### src/rtl/imem_loader.sv
// rtl/imem_loader.sv - byte-stream boot loader that fills instruction memory and releases the CPU
//
// Ports:
//   clk           rising-edge clock
//   reset         asynchronous active-high reset
//   start         one-cycle pulse; re-arms the loader from DONE or ERROR
//   in_valid      byte-stream valid
//   in_data       byte-stream payload
//   in_ready      loader can accept a byte (IDLE, LOAD, CHECK)
//   imem_we       one-cycle write strobe per assembled word
//   imem_addr     word address of the write
//   imem_wdata    assembled little-endian instruction word
//   cpu_reset     holds the CPU in reset everywhere except DONE
//   done          image loaded and checksum good
//   error         bad word count or checksum mismatch
//   words_loaded  words written since the last re-arm
//
// Stream format: count byte N, then 4*N data bytes, then one checksum byte
// equal to the XOR of all data bytes.

module imem_loader #(
    parameter int DEPTH_WORDS = 64,
    parameter int ADDR_W      = 6
) (
    input  logic              clk,
    input  logic              reset,
    input  logic              start,
    input  logic              in_valid,
    input  logic [7:0]        in_data,
    output logic              in_ready,
    output logic              imem_we,
    output logic [ADDR_W-1:0] imem_addr,
    output logic [31:0]       imem_wdata,
    output logic              cpu_reset,
    output logic              done,
    output logic              error,
    output logic [ADDR_W:0]   words_loaded
);

    localparam logic [2:0] S_IDLE  = 3'd0;
    localparam logic [2:0] S_LOAD  = 3'd1;
    localparam logic [2:0] S_CHECK = 3'd2;
    localparam logic [2:0] S_DONE  = 3'd3;
    localparam logic [2:0] S_ERROR = 3'd4;

    localparam int         NW_W      = ADDR_W + 1;
    localparam logic [8:0] DEPTH_LIM = 9'(DEPTH_WORDS);

    logic [2:0]        state;
    logic [ADDR_W-1:0] word_idx;
    logic [1:0]        byte_idx;
    logic [23:0]       asm_bytes;   // bytes 0..2 of the word being assembled
    logic [7:0]        checksum;
    logic [NW_W-1:0]   n_words;
    logic              last_word;

    // Word index is ADDR_W bits wide, so the address can never reach DEPTH_WORDS.
    assign last_word = ({1'b0, word_idx} == (n_words - NW_W'(1)));

    assign in_ready  = (state == S_IDLE) || (state == S_LOAD) || (state == S_CHECK);
    assign cpu_reset = (state != S_DONE);
    assign done      = (state == S_DONE);
    assign error     = (state == S_ERROR);

    always_ff @(posedge clk or posedge reset) begin
        if (reset) begin
            state        <= S_IDLE;
            word_idx     <= '0;
            byte_idx     <= 2'd0;
            asm_bytes    <= 24'd0;
            checksum     <= 8'd0;
            n_words      <= '0;
            imem_we      <= 1'b0;
            imem_addr    <= '0;
            imem_wdata   <= 32'd0;
            words_loaded <= '0;
        end else begin
            // Strobe is a single-cycle pulse; address and data hold their last value.
            imem_we <= 1'b0;
            case (state)
                S_IDLE: begin
                    if (in_valid) begin
                        if ((in_data == 8'd0) || ({1'b0, in_data} > DEPTH_LIM)) begin
                            state <= S_ERROR;
                        end else begin
                            state    <= S_LOAD;
                            n_words  <= NW_W'(in_data);
                            word_idx <= '0;
                            byte_idx <= 2'd0;
                        end
                    end
                end
                S_LOAD: begin
                    if (in_valid) begin
                        checksum <= checksum ^ in_data;
                        byte_idx <= byte_idx + 2'd1;
                        case (byte_idx)
                            2'd0: asm_bytes[7:0]   <= in_data;
                            2'd1: asm_bytes[15:8]  <= in_data;
                            2'd2: asm_bytes[23:16] <= in_data;
                            default: begin
                                imem_we      <= 1'b1;
                                imem_addr    <= word_idx;
                                imem_wdata   <= {in_data, asm_bytes};
                                word_idx     <= word_idx + ADDR_W'(1);
                                words_loaded <= words_loaded + NW_W'(1);
                                if (last_word) begin
                                    state <= S_CHECK;
                                end
                            end
                        endcase
                    end
                end
                S_CHECK: begin
                    if (in_valid) begin
                        state <= (in_data == checksum) ? S_DONE : S_ERROR;
                    end
                end
                S_DONE, S_ERROR: begin
                    if (start) begin
                        state        <= S_IDLE;
                        checksum     <= 8'd0;
                        word_idx     <= '0;
                        byte_idx     <= 2'd0;
                        words_loaded <= '0;
                    end
                end
                default: state <= S_IDLE;
            endcase
        end
    end

endmodule
### config.mk
export PLATFORM = sky130hd
export DESIGN_NAME = imem_loader
export DESIGN_NICKNAME = d
export VERILOG_FILES = /design/src/rtl/imem_loader.sv
export SDC_FILE = /design/constraint.sdc
export NUM_CORES = 1
export LEC_CHECK = 0
export CORE_ASPECT_RATIO = 0.75
export CORE_MARGIN = 2
export CORE_UTILIZATION = 40
export CTS_BUF_LIST = sky130_fd_sc_hd__clkbuf_8
export CTS_CLUSTER_SIZE = 16
export DETAILED_ROUTE_END_ITERATION = 16
export GPL_ROUTABILITY_DRIVEN = 0
export PLACE_DENSITY_LB_ADDON = 0.3
export SLEW_MARGIN = 20
export SYNTH_ARGS = -nofsm -noshare
export SYNTH_HDL_FRONTEND = slang
export SYNTH_SLANG_ARGS = --single-unit
### constraint.sdc
create_clock -name clk -period 4.6 [get_ports clk]
set_input_delay 0.69 -clock clk [delete_from_list [all_inputs] [get_ports clk]]
set_output_delay 0.69 -clock clk [all_outputs]
set_load 0.005 [all_outputs]
==> results of run 1 <==
==> where the power goes <==
group | total (mW) | leakage, nW | internal (mW) | switching, mW
Sequential | 1.40 | 1.20 | 1.17 | 0.226
Clock | 0.617 | 0.121 | 0.320 | 0.296
Combinational | 1.07 | 1.05 | 0.671 | 0.395
Total | 3.08 | 2.36 | 2.17 | 0.918
==> placed cells by master (no fill, tap or decap), types with 8 or more instances in the layout <==
| cell | n |
|---|---|
| clkbuf_8 | 10 |
| nand2_1 | 32 |
| a21oi_1 | 9 |
| xnor2_1 | 8 |
| clkdlybuf4s50_1 | 61 |
| nor2_1 | 22 |
| mux2_2 | 66 |
| dfrtp_1 | 96 |
| o21ai_0 | 28 |
| inv_1 | 13 |
| xor2_1 | 14 |
==> flip-flops by register name (all words and copies together), names as in the netlist <==
| signal | count |
|---|---|
| checksum | 8 |
| imem_we | 1 |
| imem_addr | 6 |
| n_words | 7 |
| word_idx | 6 |
| words_loaded | 7 |
| state | 3 |
| imem_wdata | 32 |
| asm_bytes | 24 |
| byte_idx | 2 |
==> cell families (layout without fill, tap and decap cells) <==
family / after synthesis / count (layout)
buffers and inverters: 30 / 94
AND/OR/NAND/NOR: 94 / 94
adder cells (fa/ha/maj): 7 / 7
AO/OA/AOI/OAI: 62 / 62
multiplexers: 66 / 66
XOR/XNOR: 22 / 22
flip-flops: 96 / 96
==> worst min-delay path: cells and delay by family (launching register included) <==
family	cells	cell delay, ps
AO/OA/AOI/OAI	1	60
flip-flops	1	360
AND/OR/NAND/NOR	1	50
==> synth_stat cells, types with 2 or more instances <==
cell type,n,area share
and2_1,5,0.0070
xor2_1,14,0.028
nor2_1,22,0.019
a21oi_1,9,0.010
nand3_1,2,0.0023
ha_1,7,0.020
or3_1,4,0.0056
xnor2_1,8,0.016
nor4_1,3,0.0042
o31ai_1,2,0.0034
nor2b_1,2,0.0028
nor3_1,2,0.0023
o2111ai_1,2,0.0039
clkbuf_1,9,0.0076
buf_6,2,0.0051
nand2b_1,3,0.0042
o21bai_1,2,0.0034
a31o_2,2,0.0039
buf_2,7,0.0079
inv_1,12,0.010
o311ai_0,2,0.0039
nand4_1,3,0.0042
nand2_1,33,0.028
o211ai_1,3,0.0051
and3_1,3,0.0042
mux2_2,66,0.17
or4_1,2,0.0034
o22ai_1,4,0.0056
o21ai_0,28,0.032
dfrtp_1,96,0.54
==> final cells by class <==
class                      count  area [µm²]  area share
sequential                    96        2400       0.445
multi-input combinational    251        1900       0.353
timing repair buffer          66         648       0.120
tap                          140         175      0.0325
clock buffer                  10         138      0.0255
clock inverter                 6        83.8      0.0155
inverter                      12        46.3     0.00858
==> metal layers <==
metal | track usage | vias to the layer above | share of wire
met5 | 0 | - | 0
met3 | 0.0561 | 8 | 0.060
met4 | 0.0398 | 0 | 0.0089
li1 | - | 1440 | -
met1 | 0.234 | 1550 | 0.47
met2 | 0.267 | 74 | 0.46
==> stage by stage <==
| stage | util | power [mW] | instance area (µm²) |
|---|---|---|---|
| after floorplan | - | 1.98 | 4440 |
| after global placement | 0.476 | 2.45 | 5170 |
| after detailed placement | 0.476 | 2.50 | 5170 |
| after CTS | 0.497 | 3.12 | 5400 |
| after global routing | 0.497 | 3.30 | 5400 |
| final | 0.497 | 3.08 | 5400 |
==> how the worst min path moves through the flow <==
stage	from	endpoint	cells past startpoint
floorplan	asm_bytes[15]	asm_bytes[15]	2
global placement	asm_bytes[7]	asm_bytes[7]	2
detailed placement	asm_bytes[23]	asm_bytes[23]	2
CTS	asm_bytes[15]	asm_bytes[15]	2
global route	asm_bytes[15]	asm_bytes[15]	2
finish	imem_wdata[31]	imem_wdata[31]	2
==> impl_metrics.yaml, run 1 <==
cts:
  ctsHtreeMaxLevel: 3
  cts_tree: "built"
  cts_root_buf: "clkbuf_8"
  clock_path_buffers: 2
  cts_resized: 0
  post_cts_buffers: 0
  cts_made_buffers: 9
  cts.sinks: 96
  clock_latency_ps: 370
  cts_hold_buffers: 0
  cts.clk_slew.worst_paths_ps: 90
placed_design:
  port_buffers: 61
  post-place-ws_ps: 1250
  dp_hpwl_mm: 6.53
  placedCellCount: 565
sta:
  slew_headroom: 0.326
  hold_ws_ps: 496
  fmax_mhz: 329
  rsz0062_at_grt: "false"
  fin_worst_skew_ps: 8.91
  finalSetupViolations: 0
  slew_violations: 0
  tightest_slew_ps: 1010
  hold_violations: 0
  worst_slack_ps: 1560
  setup_tns_ps: 0
  fin_crit_ps: 3040
  fin_crit_sh: 0.661
worst_setup_path:
  slowest_stage: "nand2_2"
  crit_fanout: 42
  required_ps: 4850
  path_depth: 4
  startpoint_type: "register"
  r2r_slack_ps: 1560
  r2r_cells: 4
  slowest_delay_ps: 730
  crit_path_cell_trace: "nor3b_2 > and2_0 > nand2_2 > mux2_2"
  critical_path.top_delay_family: "simple AND/OR/NAND/NOR gates"
  worst-setup-path-type: "reg2reg"
  worstReg2RegStart: "state[0]"
  cp.arrival_ps: 3290
  end_kind: "register"
  r2r_end: "imem_wdata[7]"
  crit_end: "imem_wdata[7]"
  critPathBufInv: 0
  setup.worst_path.start: "state[0]"
global_route:
  grt_max_degree: 43
  track_usage: 0.171
  grt_antenna_before_repair: 0
  grt_first_pass_wirelength_mm: 15.8
  grt-ovfl-total: 0
  grt_pass1_vias: 3064
synthesis:
  ys_seq_area_frac: 0.541
  syn_avg_cell_area_um2: 11.8
  synthCells: 377
  synth-edff-count: 0
  syn_area_mm2: 0.00444
  synthesis.nets: 396
  synthAdderAreaFrac: 0.0197
  ys_async_sr_fraction: 1.00
  ys_ff_latch: 96
  synth_top_family_by_area: "multiplexers"
  ys.flop_type: "dfrtp_1"
  synth_xor_xnor_area_share: 0.0434
  synth.area.mux_share: 0.167
  yosys.area_share.simple: 0.109
  synth_compound_area_frac: 0.0882
  synth_cell_types: 48
  yosys_warnings: 0
cells_and_area:
  diodes: 0
  fin_cells: 581
  num-fill-cells: 975
  drive_gt1_frac: 0.218
  nets: 455
  synthToLayoutAreaGrowth_pct: 21.6
power:
  powerDensity_mw_per_mm2: 572
  leakagePower_nw: 2.36
  vdd_drop_max_uv: 243
routing:
  firstDrtPassIters: 4
  routedWlPerCell_um: 16.4
  drtIter0Drc: 216
  routed_wl_mm: 9.51
  dr_total_vias: 3072
  detail_route.vias_per_cell: 5.29
  antenna_left: 0
  drcViolationCount: 0
floorplanning:
  die_y_um: 95.2
  start_util: 0.409
  rows: 33
  die_w_um: 126
  core_mm2: 0.0109
  num_io_pins: 62
  die_area_mm2: 0.0120
worst_hold_path:
  hold_class: "reg2reg"
run_status:
  outcome: "completed"
flow_run:
  maxCapViolations: 0
No activity file was read; power rests on OpenSTA's default activity.
==> run 2, diff against run 1 <==
- clock period: 4.6 -> 2.46 ns (I/O delays scaled with it)
==> impl_metrics.yaml, run 2 (same netlist as run 1, synthesis figures left out) <==
run_status:
  outcome: "completed"
cts:
  clock_latency_ps: 370
  post_cts_buffers: 0
  cts_root_buf: "clkbuf_8"
  cts.clk_slew.worst_paths_ps: 90
  cts_made_buffers: 9
  cts_tree: "built"
  cts.sinks: 96
  clock_path_buffers: 2
  ctsHtreeMaxLevel: 3
cells_and_area:
  synthToLayoutAreaGrowth_pct: 25.7
  num-fill-cells: 953
  top_regs: "imem_wdata (32), asm_bytes (24), checksum (8)"
  largest_reg_flops: 32
  fin_cells: 599
  drive_gt1_frac: 0.255
  nets: 473
  most-common-layout-cells: "dfrtp_1 (95), mux2_2 (66), clkdlybuf4s50_1 (61)"
  layout_commonest_cell: "dfrtp_1"
  top_register: "imem_wdata"
  diodes: 0
worst_setup_path:
  cp.arrival_ps: 2580
  r2r_slack_ps: 230
  r2r_cells: 7
  startpoint_type: "input pin"
  critPathBufInv: 2
  required_ps: 2760
  worst-setup-path-type: "in2reg"
  path_depth: 7
  slowest_delay_ps: 600
  worstReg2RegStart: "n_words[0]"
  end_kind: "register"
  slowest_stage: "or4_4"
  r2r_end: "state[0]"
  crit_fanout: 11
  critical_path.top_delay_family: "simple AND/OR/NAND/NOR gates"
  crit_path_cell_trace: "clkdlybuf4s50_1 > or4_4 > nor4_4 > o32ai_2 > buf_4 > or3_2 > a21oi_1"
global_route:
  grt_pass1_vias: 3051
  grt_first_pass_wirelength_mm: 16.4
  grt_antenna_before_repair: 0
  grt_max_degree: 47
  grt-ovfl-total: 0
  track_usage: 0.178
floorplanning:
  num_io_pins: 62
  core_mm2: 0.0109
  start_util: 0.409
  die_area_mm2: 0.0120
  die_y_um: 95.2
  rows: 33
  die_w_um: 126
routing:
  detail_route.vias_per_cell: 5.14
  dr_total_vias: 3079
  routedWlPerCell_um: 16.4
  antenna_left: 0
  drcViolationCount: 0
  drtIter0Drc: 242
  firstDrtPassIters: 4
  routed_wl_mm: 9.83
placed_design:
  dp_hpwl_mm: 6.91
  port_buffers: 61
  placedCellCount: 583
power:
  powerDensity_mw_per_mm2: 1050
  vdd_drop_max_uv: 539
  leakagePower_nw: 2.46
  power_mw: 5.87
sta:
  slew_violations: 0
  fin_worst_skew_ps: 7.32
  fmax_mhz: 438
  fin_crit_sh: 0.929
  tightest_slew_ps: 707
  rsz0062_at_grt: "false"
  slew_headroom: 0.529
  fin_crit_ps: 2290
  finalSetupViolations: 0
  hold_violations: 0
worst_hold_path:
  hold_class: "in2async"
flow_run:
  maxCapViolations: 0
==> run 2: cell count changes in the layout (fill, tap and decap cells not counted), sizes merged <==
cell	before	now
buf	5	23
inv	14	11
clkbuf	10	11
clkinv	2	3
clkinvlp	0	1
==> run 2: area by class of cell <==
| class | instances | area, µm² | area share |
|---|---|---|---|
| Sequential cell | 96 | 2400 | 0.431 |
| Multi-Input combinational cell | 251 | 1900 | 0.341 |
| Timing Repair Buffer | 84 | 821 | 0.147 |
| Tap cell | 140 | 175 | 0.0314 |
| Clock buffer | 11 | 151 | 0.0271 |
| Clock inverter | 5 | 78.8 | 0.0141 |
| Inverter | 12 | 48.8 | 0.00874 |
==> run 2: how the worst max path moves through the flow <==
stage / startpoint / endpoint / slack, ps
after floorplan: in_data[1] / n_words[0] / 290
after global placement: in_data[0] / word_idx[4] / -160
after detailed placement: in_data[0] / word_idx[4] / -210
after CTS: state[0] / done / 170
after global routing: n_words[0] / state[0] / 40
final: in_data[0] / word_idx[4] / 170
==> run 2: report_power, final <==
part,internal [mW],leakage [nW],total [mW],switching (mW)
Combinational,1.31,1.14,2.07,0.767
Sequential,2.20,1.19,2.61,0.415
Clock,0.627,0.119,1.18,0.556
==> run 2: through the flow <==
stage	utilization	TNS, ps	instance area [µm²]	hold WS (ps)	worst slack, ps
CTS	0.514	0	5580	430	168
global route	0.514	0	5580	454	37.1
global placement	0.493	-1050	5350	473	-162
floorplan	-	0	4440	446	295
finish	0.514	0	5580	421	175
detailed placement	0.493	-1460	5350	476	-210
==> run 2: repair_timing <==
item | 4_1_cts | 5_1_grt
setup endpoints to repair | 0 | 1
gates resized for setup | 0 | 1
hold buffers | 0 | 0
==> run 2: routing by layer <==
| metal | wire [µm] | track usage | vias to the layer above |
|---|---|---|---|
| li1 | - | - | 1473 |
| met1 | 4880 | 0.258 | 1529 |
| met2 | 4350 | 0.261 | 70 |
| met3 | 520 | 0.0629 | 7 |
| met4 | 73 | 0.0333 | 0 |
| met5 | 0 | 0 | - |
==> run 3, diff against run 2 <==
- clock period: 2.46 -> 2.9 ns (I/O delays scaled with it)
==> impl_metrics.yaml, run 3 (same netlist as run 1, synthesis figures left out) <==
worst_hold_path:
  hold_class: "in2async"
power:
  vdd_drop_max_uv: 412
  powerDensity_mw_per_mm2: 894
  leakagePower_nw: 2.41
floorplanning:
  num_io_pins: 62
  die_area_mm2: 0.0120
  die_y_um: 95.2
  die_w_um: 126
  start_util: 0.409
  core_mm2: 0.0109
  rows: 33
sta:
  setup_tns_ps: 0
  fin_worst_skew_ps: 9.44
  worst_slack_ps: 500
  finalSetupViolations: 0
  fin_crit_sh: 0.828
  hold_ws_ps: 465
  slew_violations: 0
  fmax_mhz: 417
  slew_headroom: 0.618
  rsz0062_at_grt: "false"
  hold_violations: 0
  tightest_slew_ps: 572
  fin_crit_ps: 2400
cts:
  cts.clk_slew.worst_paths_ps: 100
  clock_latency_ps: 370
  ctsHtreeMaxLevel: 3
  post_cts_buffers: 0
  cts_root_buf: "clkbuf_8"
  clock_path_buffers: 2
  cts_made_buffers: 9
  cts_resized: 0
  cts_hold_buffers: 0
  cts.sinks: 96
  cts_tree: "built"
routing:
  detail_route.vias_per_cell: 5.27
  routedWlPerCell_um: 16.3
  routed_wl_mm: 9.69
  firstDrtPassIters: 4
  drtIter0Drc: 155
  drcViolationCount: 0
  antenna_left: 0
  dr_total_vias: 3125
worst_setup_path:
  worst-setup-path-type: "reg2out"
  cp.arrival_ps: 1960
  slowest_delay_ps: 570
  critical_path.top_delay_family: "flip-flops"
  critPathBufInv: 2
  crit_path_cell_trace: "nor2b_1 > nand2_1 > inv_1 > clkdlybuf4s50_1"
  slowest_stage: "dfrtp_1"
  required_ps: 2470
  crit_fanout: 14
  startpoint_type: "register"
  end_kind: "output port"
cells_and_area:
  most-common-layout-cells: "dfrtp_1 (96), mux2_2 (66), clkdlybuf4s50_1 (61)"
  fin_area_mm2: 0.00551
  layout_commonest_cell: "dfrtp_1"
  top_regs: "imem_wdata (32), asm_bytes (24), checksum (8)"
  drive_gt1_frac: 0.243
  diodes: 0
  top_register: "imem_wdata"
  largest_reg_flops: 32
  num-fill-cells: 970
  nets: 467
  synthToLayoutAreaGrowth_pct: 24.1
placed_design:
  dp_hpwl_mm: 6.73
  post-place-ws_ps: 137
  port_buffers: 61
  post_dp_cell_area_mm2: 0.00528
global_route:
  grt_pass1_vias: 3060
  grt_max_degree: 74
  grt_antenna_before_repair: 0
  track_usage: 0.173
  grt-ovfl-total: 0
  grt_first_pass_wirelength_mm: 16.0
flow_run:
  maxCapViolations: 0
run_status:
  outcome: "completed"
==> run 3: layout make-up <==
| type | instances | area, µm² | share of cell area |
|---|---|---|---|
| Sequential cell | 96 | 2400 | 0.436 |
| Clock buffer | 10 | 138 | 0.0250 |
| Timing Repair Buffer | 78 | 751 | 0.136 |
| Tap cell | 140 | 175 | 0.0318 |
| Inverter | 12 | 48.8 | 0.00886 |
| Clock inverter | 6 | 90.1 | 0.0164 |
| Multi-Input combinational cell | 251 | 1900 | 0.345 |
==> run 3: layer usage <==
layer  share of wire  routed length, µm  global-route usage  vias up
met5               0                  0                   0        -
met4          0.0085                 82              0.0463        0
met3           0.057                556              0.0550        8
met2            0.45               4340               0.262       76
met1            0.49               4700               0.244     1575
li1                -                  -                   -     1466
==> run 3: worst paths after layout <==
path | startpoint | end | slack (ps) | depth (start not counted)
max | state[0] | done | 500 | 4
min | reset | asm_bytes[3] | 460 | 2
max reg2reg | n_words[0] | state[0] | 510 | 7
min reg2reg | asm_bytes[23] | asm_bytes[23] | 500 | 2
max in group asynchronous | reset | byte_idx[0] | 1690 | 3
min in group clk | asm_bytes[23] | asm_bytes[23] | 500 | 2
==> run 3: power breakdown <==
group,switching [mW],internal [mW]
clock,0.471,0.512
sequential,0.357,1.86
combinational,0.632,1.09
==> run 3: stage by stage <==
step / util / power [mW] / instances
2_1_floorplan: - / 3.15 / 377
3_3_place_gp: 0.486 / 3.91 / 577
3_5_place_dp: 0.486 / 3.99 / 577
4_1_cts: 0.507 / 5.00 / 593
5_1_grt: 0.507 / 5.28 / 593
6_report: 0.507 / 4.92 / 593
